**config.mk**
```make
export PLATFORM = sky130hd
export DESIGN_NAME = alu_issue_stage
export DESIGN_NICKNAME = d
export VERILOG_FILES = /design/src/rtl/alu_pkg.sv /design/src/rtl/alu_cmd_fifo.sv /design/src/rtl/alu_issue_stage.sv
export SDC_FILE = /design/constraint.sdc
export NUM_CORES = 1
export LEC_CHECK = 0
export BUFFER_PORTS_ARGS = -buffer_cell sky130_fd_sc_hd__buf_2
export CORE_ASPECT_RATIO = 1.1
export CORE_MARGIN = 3
export CORE_UTILIZATION = 55
export DETAILED_ROUTE_END_ITERATION = 16
export PLACE_DENSITY = 0.87
export SLEW_MARGIN = 5
export SYNTH_ARGS = -nofsm -noshare
export SYNTH_HDL_FRONTEND = slang
export SYNTH_SLANG_ARGS = --single-unit
```
**constraint.sdc**
```tcl
create_clock -name clk -period 2.9 [get_ports clk]
set_clock_uncertainty 0.1 [all_clocks]
set_input_delay 0.58 -clock clk [delete_from_list [all_inputs] [get_ports clk]]
set_output_delay 0.58 -clock clk [all_outputs]
set_load 0.02 [all_outputs]
```
**src/rtl/alu_pkg.sv**
```systemverilog
// alu_pkg: shared ALU widths, command entry struct and issue-stage FSM states.
package alu_pkg;
    localparam int OP_W   = 3;
    localparam int OPND_W = 4;
    localparam int RES_W  = 8;
    typedef logic [OP_W-1:0]   op_t;
    typedef logic [OPND_W-1:0] opnd_t;
    typedef logic [RES_W-1:0]  res_t;
    typedef struct packed {
        opnd_t a;
        opnd_t b;
        op_t   op;
    } cmd_t;
    typedef enum logic [1:0] {IDLE, WAIT, HOLD} state_t;
endpackage

```
**src/rtl/alu_cmd_fifo.sv**
```systemverilog
// alu_cmd_fifo: command FIFO; push is refused when full, pop ignored when empty.
module alu_cmd_fifo
    import alu_pkg::*;
#(
    parameter int DEPTH = 4
) (
    input  logic                     clk,
    input  logic                     rst_n,
    input  logic                     i_push,
    input  cmd_t                     i_data,
    input  logic                     i_pop,
    output cmd_t                     o_data,
    output logic                     o_full,
    output logic                     o_empty,
    output logic [$clog2(DEPTH):0]   o_count
);
    localparam int AW = $clog2(DEPTH);
    cmd_t            r_mem [DEPTH];
    logic [AW-1:0]   r_wr;
    logic [AW-1:0]   r_rd;
    logic [AW:0]     r_count;
    logic            w_push;
    logic            w_pop;
    assign o_full  = r_count == (AW+1)'(DEPTH);
    assign o_empty = r_count == '0;
    assign o_count = r_count;
    assign o_data  = r_mem[r_rd];
    assign w_push  = i_push && !o_full;
    assign w_pop   = i_pop && !o_empty;
    always_ff @(posedge clk)
        if (w_push) r_mem[r_wr] <= i_data;
    // Pointers are AW bits wide, so increment wraps modulo DEPTH.
    always_ff @(posedge clk or negedge rst_n) begin
        if (!rst_n) begin
            r_wr    <= '0;
            r_rd    <= '0;
            r_count <= '0;
        end else begin
            r_wr    <= w_push ? r_wr + 1'b1 : r_wr;
            r_rd    <= w_pop ? r_rd + 1'b1 : r_rd;
            r_count <= (w_push && !w_pop) ? r_count + 1'b1 :
                       (!w_push && w_pop) ? r_count - 1'b1 : r_count;
        end
    end
endmodule

```
**src/rtl/alu_issue_stage.sv**
```systemverilog
// alu_issue_stage: queues ALU commands, issues one at a time, waits ALU_LAT
// cycles, then holds the captured result until the consumer takes it.
module alu_issue_stage
    import alu_pkg::*;
#(
    parameter int DEPTH   = 4,
    parameter int ALU_LAT = 1
) (
    input  logic                   clk,
    input  logic                   rst_n,
    input  logic                   in_valid,
    output logic                   in_ready,
    input  logic [OPND_W-1:0]      in_a,
    input  logic [OPND_W-1:0]      in_b,
    input  logic [OP_W-1:0]        in_op,
    output logic [OPND_W-1:0]      alu_a,
    output logic [OPND_W-1:0]      alu_b,
    output logic [OP_W-1:0]        alu_op,
    input  logic [RES_W-1:0]       alu_result,
    output logic                   out_valid,
    input  logic                   out_ready,
    output logic [RES_W-1:0]       out_data,
    output logic [OP_W-1:0]        out_op,
    output logic                   busy,
    output logic [$clog2(DEPTH):0] fifo_count
);
    state_t      r_state;
    state_t      w_next;
    logic [2:0]  r_cnt;
    opnd_t       r_alu_a;
    opnd_t       r_alu_b;
    op_t         r_alu_op;
    res_t        r_out_data;
    op_t         r_out_op;
    cmd_t        w_cmd;
    cmd_t        w_head;
    logic        w_full;
    logic        w_empty;
    logic        w_pop;
    logic        w_capture;
    assign w_cmd = '{a: in_a, b: in_b, op: in_op};
    alu_cmd_fifo #(.DEPTH(DEPTH)) u_fifo (
        .clk     (clk),
        .rst_n   (rst_n),
        .i_push  (in_valid),
        .i_data  (w_cmd),
        .i_pop   (w_pop),
        .o_data  (w_head),
        .o_full  (w_full),
        .o_empty (w_empty),
        .o_count (fifo_count)
    );
    assign in_ready  = !w_full;
    assign out_valid = r_state == HOLD;
    assign busy      = (r_state != IDLE) || !w_empty;
    assign alu_a     = r_alu_a;
    assign alu_b     = r_alu_b;
    assign alu_op    = r_alu_op;
    assign out_data  = r_out_data;
    assign out_op    = r_out_op;
    always_ff @(posedge clk or negedge rst_n) begin
        if (!rst_n) r_state <= IDLE;
        else        r_state <= w_next;
    end
    always_comb begin
        w_next    = r_state;
        w_pop     = 1'b0;
        w_capture = 1'b0;
        case (r_state)
            IDLE: begin
                w_pop  = !w_empty;
                w_next = w_empty ? IDLE : WAIT;
            end
            WAIT: begin
                w_capture = r_cnt == '0;
                w_next    = w_capture ? HOLD : WAIT;
            end
            HOLD:    w_next = out_ready ? IDLE : HOLD;
            default: w_next = IDLE;
        endcase
    end
    always_ff @(posedge clk or negedge rst_n) begin
        if (!rst_n) begin
            r_cnt      <= '0;
            r_alu_a    <= '0;
            r_alu_b    <= '0;
            r_alu_op   <= '0;
            r_out_data <= '0;
            r_out_op   <= '0;
        end else begin
            if (w_pop) begin
                r_alu_a  <= w_head.a;
                r_alu_b  <= w_head.b;
                r_alu_op <= w_head.op;
                r_cnt    <= 3'(ALU_LAT);
            end else if (r_state == WAIT && r_cnt != '0) begin
                r_cnt <= r_cnt - 1'b1;
            end
            if (w_capture) begin
                r_out_data <= alu_result;
                r_out_op   <= r_alu_op;
            end
        end
    end
endmodule

```
==> impl_metrics.py <==
metrics = {
    "outcome": {
        "status": "finished, final reports clean",
    },
    "worst_setup_path": {
        "path_delay_family": "simple AND/OR/NAND/NOR gates",
        "crit_required_ps": 3070,
        "path_cells": "or3_4 -> nand2_4 -> ha_1 -> inv_1 -> fa_1 -> xor2_1 -> nor2_1 -> xor2_1",
        "slowest_stage": "dfrtp_1",
        "cp_num_cells": 8,
        "crit_buf_inv": 1,
        "reg2reg_depth": 8,
        "end_kind": "register",
        "worst_ep_arrival_time_ps": 2510,
        "startpoint_type": "register",
        "path_max_fanout": 16,
        "critical_path_class": "register to register",
        "max_stage_delay_ps": 450,
        "crit_top_cell": "xor2_1",
    },
    "power": {
        "leakagePower_nw": 1.452,
        "fin_total_pwr_mw": 4.033,
        "switching_share": 0.3470,
        "clkPwrFrac": 0.175,
        "power_density_nw_per_um2": 1128,
        "comb_power_share": 0.374,
        "intPower_mw": 2.633,
        "seq_power_share": 0.451,
        "vdd.ir_drop.worst_v": 0.0005075,
        "switchingPower_mw": 1.400,
    },
    "global_route": {
        "grt_overflow_total": 0,
        "grt_usage": 0.1688,
        "grt_pass1_wl_mm": 8.107,
        "grt_max_degree": 35,
        "grt_pass1_vias": 1678,
        "antenna_found_initial": 0,
    },
    "routing": {
        "num_vias": 1554,
        "avgViaCountPerCell": 5.215,
        "wl_per_cell_um": 16.39,
        "routed_wl_mm": 4.884,
        "postRouteAntennaNets": 0,
        "drtIter0Drc": 44,
        "drc": 0,
        "dr.pass1.iters": 4,
    },
    "floorplan": {
        "io_pins": 51,
        "core_area_sq_um": 5202,
        "die_h_um": 84.54,
        "std_cell_rows": 27,
        "initial_core_util": 0.5928,
        "die_x_um": 77.40,
        "dieArea_sq_um": 6543,
    },
    "finish": {
        "nNetsFinal": 252,
        "drive_gt1_frac": 0.4558,
        "area.growth.synth_to_final_pct": 15.94,
        "fin_util": 0.6874,
        "antenna_cells": 0,
    },
    "yosys": {
        "synth_top_area_frac": 0.4284,
        "syn-num-nets": 194,
        "yosysMostFrequentCell": "edfxtp_1",
        "ys.flop_type": "edfxtp_1",
        "yosys_warnings": 0,
        "synth_top_area_cell": "edfxtp_1",
        "synth_top_cells_by_area": "edfxtp_1 43%, dfrtp_1 28%, mux2_2 8.8%, mux4_2 5.8%, ha_1 2.8%",
        "synth_common_cells": "44 x edfxtp_1, 34 x dfrtp_1, 24 x mux2_2",
        "avgSynthCellArea_sq_um": 18.92,
        "synth_edf_count": 44,
        "synth_cell_type_count": 26,
        "synth-seq-cells": 78,
        "yosysSeqAreaShare": 0.7043,
        "netlist_instances": 163,
        "syn_area_sq_um": 3084,
        "synthArstFlopShare": 0.4359,
    },
    "timing": {
        "rsz0062_at_grt": "false",
        "final.min_clock_period_ps": 2339,
        "clock.fmax_mhz": 427.5,
        "tightest_slew_ps": 748.8,
        "final-hold-violation-count": 0,
        "slew_viol_final": 0,
        "slew_headroom": 0.5008,
        "fin_setup_tns_ps": 0,
        "finalCritPeriodShare": 0.8067,
        "setup_viol": 0,
    },
    "place": {
        "portBuffers": 50,
        "place_hpwl_mm": 3.339,
        "gp_congestion": 0.7264,
    },
    "clock_tree": {
        "htree_levels": 3,
        "tritoncts": "built",
        "insertion_delay_ps": 350,
        "clk_pin_slew_worst_paths_ps": 80,
        "hold_buffers": 0,
        "numCtsBuffers": 9,
        "clockRootBuffer": "clkbuf_8",
        "postCtsSetupRepairBufs": 0,
        "clockBufferDepth": 2,
        "cts_sinks": 78,
        "cts_resized": 0,
    },
    "flow_run": {
        "cap_violations": 0,
    },
    "min_path": {
        "hold_path.class": "input port to asynchronous set/reset pin",
    },
}
## metal layers
| metal | share of wire | GRT usage | wire length [um] |
|---|---|---|---|
| met1 | 0.40 | 0.1981 | 1971 |
| met2 | 0.52 | 0.2765 | 2553 |
| met3 | 0.048 | 0.04399 | 232 |
| met4 | 0.026 | 0.1068 | 126 |
| met5 | 0 | 0 | 0 |
## path summary, 6_finish.rpt
| path | from | to | slack, ps |
|---|---|---|---|
| min in group clk | out_ready | r_state[1] | 340 |
| setup reg to reg | u_fifo.o_count[0] | u_fifo.o_count[2] | 560 |
| hold / removal | rst_n | alu_op[0] | 200 |
| setup / recovery | u_fifo.o_count[0] | u_fifo.o_count[2] | 560 |
| hold reg to reg | out_data[7] | out_data[7] | 410 |
| max in group asynchronous | rst_n | out_data[3] | 2020 |
## placed cells by master (no fill, tap or decap), drive strengths merged, types with 2 or more instances in the layout
cell type,synthesis,layout
clkinv,0,3
inv,8,8
nand2b,2,2
mux4,11,11
xor2,2,2
clkinvlp,0,3
buf,3,51
mux2,24,24
and2,5,5
dfrtp,34,34
nand2,4,4
nor2,4,4
ha,7,7
xnor2,5,5
edfxtp,44,44
clkbuf,1,10
## sequential cells by signal (all words and copies together) (netlist names), 3 cells and up
name / cells
u_fifo.r_mem: 44
out_data: 8
alu_a: 4
alu_b: 4
alu_op: 3
out_op: 3
r_cnt: 3
u_fifo.o_count: 3
## metrics by stage
| step | std cells | hold WS [ps] | instance area [sq um] | setup WS [ps] |
|---|---|---|---|---|
| finish | 298 | 198.2 | 3576 | 560.6 |
| global route | 298 | 239.3 | 3576 | 370.1 |
| detailed placement | 282 | 388.9 | 3401 | 569.8 |
| CTS | 298 | 207.7 | 3576 | 541.2 |
| global placement | 282 | 381.3 | 3401 | 624.3 |
| floorplan | 163 | 184.4 | 3084 | 575.6 |
## area by class of cell
cell class	count	area, sq um
Fill cell	373	1627
Sequential cell	78	2172
Clock inverter	6	37.54
Clock buffer	10	137.6
Timing Repair Buffer	51	257.7
Inverter	8	30.03
Tap cell	72	90.09
Multi-Input combinational cell	73	850.8
## cell families (layout without fill, tap and decap cells)
| group | after synthesis | in the layout | synth area share |
|---|---|---|---|
| simple gates | 19 | 19 | 0.03813 |
| flops | 78 | 78 | 0.7043 |
| xor+xnor | 7 | 7 | 0.01988 |
| compound gates | 3 | 3 | 0.008112 |
| buf+inv | 12 | 75 | 0.01988 |
| fa+ha+maj | 8 | 8 | 0.03489 |
| mux | 36 | 36 | 0.1748 |
## power by group through the flow
| stage | combinational [mW] | clock [mW] | sequential (mW) |
|---|---|---|---|
| 2_1_floorplan | 0.979 | 0 | 1.97 |
| 3_3_place_gp | 1.48 | 0 | 1.83 |
| 3_5_place_dp | 1.54 | 0 | 1.85 |
| 4_1_cts | 1.54 | 0.731 | 1.83 |
| 5_1_grt | 1.66 | 0.782 | 1.87 |
| 6_report | 1.51 | 0.705 | 1.82 |
Power figures use the tool's default switching activity.
